<file path="config.mk">
export PLATFORM = sky130hd
export DESIGN_NAME = e203_exu_wbck_merge
export DESIGN_NICKNAME = d
export VERILOG_FILES = /design/src/rtl/e203_exu_wbck_merge.sv
export SDC_FILE = /design/constraint.sdc
export NUM_CORES = 1
export LEC_CHECK = 0
export CORE_MARGIN = 2
export CORE_UTILIZATION = 44
export CTS_CLUSTER_SIZE = 20
export DETAILED_ROUTE_END_ITERATION = 8
export PLACE_DENSITY = 0.75
export RECOVER_POWER = 100
export SLEW_MARGIN = 30
export SYNTH_ARGS = -nofsm -noshare
export SYNTH_HDL_FRONTEND = slang
export SYNTH_SLANG_ARGS = --single-unit
</file>
<file path="constraint.sdc">
create_clock -name clk -period 2 [get_ports clk]
set_input_delay 0.6 -clock clk [delete_from_list [all_inputs] [get_ports clk]]
set_output_delay 0.6 -clock clk [all_outputs]
set_load 0.02 [all_outputs]
</file>
<file path="src/rtl/e203_exu_wbck_merge.sv">
// e203_exu_wbck_merge
//  Merges the ALU and long-pipe write-back streams into the single integer
//  regfile write port. The long pipe wins by default; an ALU that keeps
//  losing is forced through after STARVE_MAX consecutive losses. Accepted
//  writes go through a DEPTH-entry in-order buffer towards the regfile.
//  A combinational lookup reports whether a register has a buffered write.

`ifndef E203_XLEN
`define E203_XLEN 32
`endif
`ifndef E203_RFIDX_WIDTH
`define E203_RFIDX_WIDTH 5
`endif

module e203_exu_wbck_merge #(
    parameter int unsigned DEPTH      = 2,
    parameter int unsigned STARVE_MAX = 4
) (
    input  logic                         clk,
    input  logic                         rst_n,

    input  logic                         alu_wbck_i_valid,
    output logic                         alu_wbck_i_ready,
    input  logic [`E203_XLEN-1:0]        alu_wbck_i_wdat,
    input  logic [`E203_RFIDX_WIDTH-1:0] alu_wbck_i_rdidx,

    input  logic                         longp_wbck_i_valid,
    output logic                         longp_wbck_i_ready,
    input  logic [`E203_XLEN-1:0]        longp_wbck_i_wdat,
    input  logic [`E203_RFIDX_WIDTH-1:0] longp_wbck_i_rdidx,

    output logic                         rf_wbck_o_valid,
    input  logic                         rf_wbck_o_ready,
    output logic [`E203_XLEN-1:0]        rf_wbck_o_wdat,
    output logic [`E203_RFIDX_WIDTH-1:0] rf_wbck_o_rdidx,

    input  logic [`E203_RFIDX_WIDTH-1:0] dep_chk_rdidx,
    output logic                         dep_chk_hit
);

    localparam int unsigned XLEN  = `E203_XLEN;
    localparam int unsigned RFW   = `E203_RFIDX_WIDTH;
    localparam int unsigned PTR_W = $clog2(DEPTH);
    localparam int unsigned CNT_W = PTR_W + 1;

    // Buffer storage and bookkeeping
    logic [XLEN-1:0]  wdat_mem_q  [DEPTH];
    logic [RFW-1:0]   rdidx_mem_q [DEPTH];
    logic [PTR_W-1:0] wr_ptr_q, wr_ptr_d;
    logic [PTR_W-1:0] rd_ptr_q, rd_ptr_d;
    logic [CNT_W-1:0] count_q,  count_d;
    logic [3:0]       starve_cnt_q, starve_cnt_d;

    // Arbitration and handshake terms
    logic             full;
    logic             empty;
    logic             force_alu;
    logic             alu_acc;
    logic             longp_acc;
    logic             push;
    logic             pop;
    logic [XLEN-1:0]  push_wdat;
    logic [RFW-1:0]   push_rdidx;

    // Dependency lookup scratch
    logic [PTR_W-1:0] ent_off;
    logic             dep_any;

    assign full      = (count_q == CNT_W'(DEPTH));
    assign empty     = (count_q == '0);
    assign force_alu = (starve_cnt_q == 4'(STARVE_MAX));

    // Fixed long-pipe priority unless the ALU has been starved long enough
    always_comb begin
        longp_wbck_i_ready = ~full & ~(force_alu & alu_wbck_i_valid);
        alu_wbck_i_ready   = ~full & (~longp_wbck_i_valid | force_alu);
    end

    // Select the accepted source; x0 writes complete the handshake but are dropped
    always_comb begin
        alu_acc   = alu_wbck_i_valid & alu_wbck_i_ready;
        longp_acc = longp_wbck_i_valid & longp_wbck_i_ready;
        if (longp_acc) begin
            push_wdat  = longp_wbck_i_wdat;
            push_rdidx = longp_wbck_i_rdidx;
        end else begin
            push_wdat  = alu_wbck_i_wdat;
            push_rdidx = alu_wbck_i_rdidx;
        end
        push = (alu_acc | longp_acc) & (push_rdidx != '0);
        pop  = ~empty & rf_wbck_o_ready;
    end

    // Pointer, occupancy and starvation next-state
    always_comb begin
        wr_ptr_d     = wr_ptr_q;
        rd_ptr_d     = rd_ptr_q;
        count_d      = count_q;
        starve_cnt_d = starve_cnt_q;

        if (push) begin
            wr_ptr_d = wr_ptr_q + PTR_W'(1);
        end
        if (pop) begin
            rd_ptr_d = rd_ptr_q + PTR_W'(1);
        end
        case ({push, pop})
            2'b10:   count_d = count_q + CNT_W'(1);
            2'b01:   count_d = count_q - CNT_W'(1);
            default: count_d = count_q;
        endcase

        // A loss only counts when the buffer had room; a full buffer freezes the count
        if (alu_wbck_i_valid & ~full & ~alu_wbck_i_ready) begin
            if (starve_cnt_q != 4'(STARVE_MAX)) begin
                starve_cnt_d = starve_cnt_q + 4'd1;
            end
        end else if (alu_acc | ~alu_wbck_i_valid) begin
            starve_cnt_d = '0;
        end
    end

    // Control state registers
    always_ff @(posedge clk or negedge rst_n) begin
        if (!rst_n) begin
            wr_ptr_q     <= '0;
            rd_ptr_q     <= '0;
            count_q      <= '0;
            starve_cnt_q <= '0;
        end else begin
            wr_ptr_q     <= wr_ptr_d;
            rd_ptr_q     <= rd_ptr_d;
            count_q      <= count_d;
            starve_cnt_q <= starve_cnt_d;
        end
    end

    // Buffer entry storage, written only on push
    always_ff @(posedge clk or negedge rst_n) begin
        if (!rst_n) begin
            for (int unsigned i = 0; i < DEPTH; i++) begin
                wdat_mem_q[i]  <= '0;
                rdidx_mem_q[i] <= '0;
            end
        end else if (push) begin
            wdat_mem_q[wr_ptr_q]  <= push_wdat;
            rdidx_mem_q[wr_ptr_q] <= push_rdidx;
        end
    end

    // Head entry presented to the regfile; zeros while the buffer is empty
    always_comb begin
        rf_wbck_o_valid = ~empty;
        if (empty) begin
            rf_wbck_o_wdat  = '0;
            rf_wbck_o_rdidx = '0;
        end else begin
            rf_wbck_o_wdat  = wdat_mem_q[rd_ptr_q];
            rf_wbck_o_rdidx = rdidx_mem_q[rd_ptr_q];
        end
    end

    // Pending-write lookup: an entry is live when its distance from the head is below count
    always_comb begin
        ent_off = '0;
        dep_any = 1'b0;
        for (int unsigned i = 0; i < DEPTH; i++) begin
            ent_off = PTR_W'(i) - rd_ptr_q;
            if (({1'b0, ent_off} < count_q) && (rdidx_mem_q[i] == dep_chk_rdidx)) begin
                dep_any = 1'b1;
            end
        end
        dep_chk_hit = dep_any & (dep_chk_rdidx != '0);
    end

endmodule
</file>
==> results.json <==
{
  "synth_fp_nets": 441,
  "power_leakage_nw": 3.38,
  "nets": 631,
  "cap_violations": 0,
  "rr_startpoint": "count_q[0]",
  "antenna_found_initial": 0,
  "postRouteAntennaNets": 0,
  "start_kind": "register",
  "max_slew_margin": 0.226,
  "fin_setup_tns_ps": -17760,
  "synth_flop_cell": "dfrtp_1",
  "finalCritPeriodShare": 1.12,
  "critPathMaxFanout": 5,
  "yosysTopAreaCellShare": 0.447,
  "dieArea_um2": 11300,
  "r2r-end": "rdidx_mem_q[8]",
  "wire_per_inst_um": 19.0,
  "synth_warnings": 0,
  "slew_viol_final": 0,
  "period_minus_slack_ps": 2240,
  "hp-class": "reg2reg",
  "reg2reg_slack_ps": -230,
  "die_w_um": 106,
  "synthTopCellsByCount": "dfrtp_1, mux2_2, nor2_1, mux2i_1, mux2_4",
  "fmax_mhz": 447,
  "synth_area_leaders": "dfrtp_1, mux2_2, mux2_4",
  "diodes": 0,
  "syn-mean-instance-area_um2": 13.0,
  "design.core.area_um2": 10200,
  "hold_viol": 0,
  "stdcell_count": 685,
  "seq_area_frac_synth": 0.447,
  "clk_pin_slew_ps": 90,
  "violations": "setup timing",
  "cts_buffers": 9,
  "syn_area_um2": 4590,
  "num_vias": 3488,
  "routed_wl_um": 13000,
  "hold_start": "wdat_mem_q[38]",
  "vias_per_cell": 5.09,
  "criticalPathCategory": "reg2out",
  "ys_ff_latch": 82,
  "worstMarginPinSlew_ps": 1160,
  "grt_pass1_vias": 3836,
  "cts-htree-levels": 3,
  "placementRows": 37,
  "cp_data_arrival_time_ps": 1640,
  "synth_cell_types": 33,
  "dp_hpwl_um": 7710,
  "io_pins": 125,
  "gp_congestion": 0.897,
  "fp.dieH_um": 106,
  "grt_overflow": 0,
  "finalSetupViolCount": 116,
  "syn2layout_area_growth_pct": 65.8,
  "rsz0062_at_grt": "true",
  "grt_pass1_wl_um": 19500,
  "cp-end-kind": "primary output",
  "root_buffer": "clkbuf_8",
  "drcViolationCount": 0,
  "cts_tree": "built",
  "status": "finished, violations left",
  "cts.sink_count": 82,
  "rr_worst_depth": 9,
  "grt_max_degree": 83,
  "dp_slack_ps": -992,
  "synth_cells": 354,
  "placedCellCount": 636,
  "yosysMostFrequentCell": "dfrtp_1",
  "power_density_nw_per_um2": 1910,
  "dr.pass1.iters": 4,
  "timing.final.ws_setup_ps": -235,
  "drt_iter0_drc": 142,
  "grt_usage": 0.220,
  "holdPathEnd": "wdat_mem_q[38]",
  "drive_above_1_share": 0.587,
  "start_util": 0.449,
  "cts_buffer_depth": 2,
  "cp.required_ps": 1400,
  "fin_worst_skew_ps": 25.4,
  "clkLatencyLatePin_ps": 360,
  "port_buffers": 124,
  "hold_depth": 1,
  "peakVddDrop_uv": 924,
  "yosysTopAreaCell": "dfrtp_1",
  "async_reset_ff_frac": 1.00,
  "synth_edf_count": 0
}
## flip-flops by register name (all words and copies together) (netlist names)
signal        flops
wdat_mem_q       64
rdidx_mem_q      10
starve_cnt_q      4
count_q           2
rd_ptr_q          1
wr_ptr_q          1
## metal layers
layer | track usage | part of all wire
met5 | 0 | 0
met1 | 0.280 | 0.41
met4 | 0.0799 | 0.021
met2 | 0.370 | 0.53
met3 | 0.0448 | 0.040
## layout by cell type (no fill, tap or decap), types with 3 or more instances in the layout
cell              n
mux2_2           52
xnor2_2           3
xor2_1            7
buf_6            60
mux2i_2           9
dfrtp_1          81
clkdlybuf4s50_1  68
buf_4            30
clkbuf_4          3
mux2i_4          15
clkbuf_8         10
xnor2_1           5
nor2_1            7
nand2_1           4
buf_12           13
nor2b_1           4
dlygate4sd2_1    11
nor3_1            3
mux2i_1          14
nor2_4           30
buf_8             5
mux2_4           59
nor2_2            8
## kinds of logic after synthesis
kind of cell | Yosys count | synth area share
simple gates | 71 | 0.0784
mux | 149 | 0.382
fa+ha+maj | 3 | 0.00817
xor+xnor | 15 | 0.0286
compound gates | 11 | 0.0152
flops | 82 | 0.447
buf+inv | 23 | 0.0408
## critical path: stages, from the launching register on
cell and delay [ps]:
dfrtp_1 410, buf_6 130, nor2_4 220, buf_6 180, clkbuf_16 170, nor2_4 40
buf_6 130
## power breakdown
| part | internal (mW) | leakage [nW] | switching (mW) |
|---|---|---|---|
| clock network | 0.746 | 0.110 | 0.649 |
| registers | 2.51 | 0.968 | 0.759 |
| logic | 5.76 | 2.31 | 4.15 |
## through the flow
| stage | instance area [um2] | total power, mW | util | hold WS [ps] |
|---|---|---|---|---|
| final | 7620 | 14.6 | 0.744 | 512 |
| after global routing | 7620 | 15.3 | 0.744 | 524 |
| after CTS | 7120 | 12.8 | 0.696 | 279 |
| after detailed placement | 6410 | 10.3 | 0.627 | 492 |
| after global placement | 6410 | 10.1 | 0.627 | 486 |
| after floorplan | 4740 | 7.58 | - | 304 |
## timing repair
| item | CTS | global route |
|---|---|---|
| hold endpoints to repair | 0 | 0 |
| cloned | 6 | 2 |
| endpoints found under the setup margin | 117 | 118 |
| hold buffers | 0 | 0 |
| buffers inserted | 27 | 10 |
| resized for setup | 284 | 132 |
| pin swaps | 19 | 21 |
## worst max-delay path by stage
stage / startpoint / endpoint / slack [ps] / cells past startpoint
after floorplan: alu_wbck_i_rdidx[1] / rdidx_mem_q[5] / -140 / 7
after global placement: dep_chk_rdidx[3] / dep_chk_hit / -940 / 6
after detailed placement: dep_chk_rdidx[3] / dep_chk_hit / -990 / 6
after CTS: rd_ptr_q / dep_chk_hit / -240 / 6
after global routing: dep_chk_rdidx[0] / dep_chk_hit / -330 / 7
final: count_q[1] / rf_wbck_o_wdat[12] / -240 / 6
## final cells by class
type | instances | area (um2)
multi-input cells | 249 | 2980
fillers | 649 | 2620
repair buffers | 199 | 2180
flip-flops and latches | 82 | 2050
well taps | 136 | 170
clock buffers | 11 | 141
clock inverters | 5 | 85.1
inverters | 3 | 13.8
(Power assumes the default switching activity.)
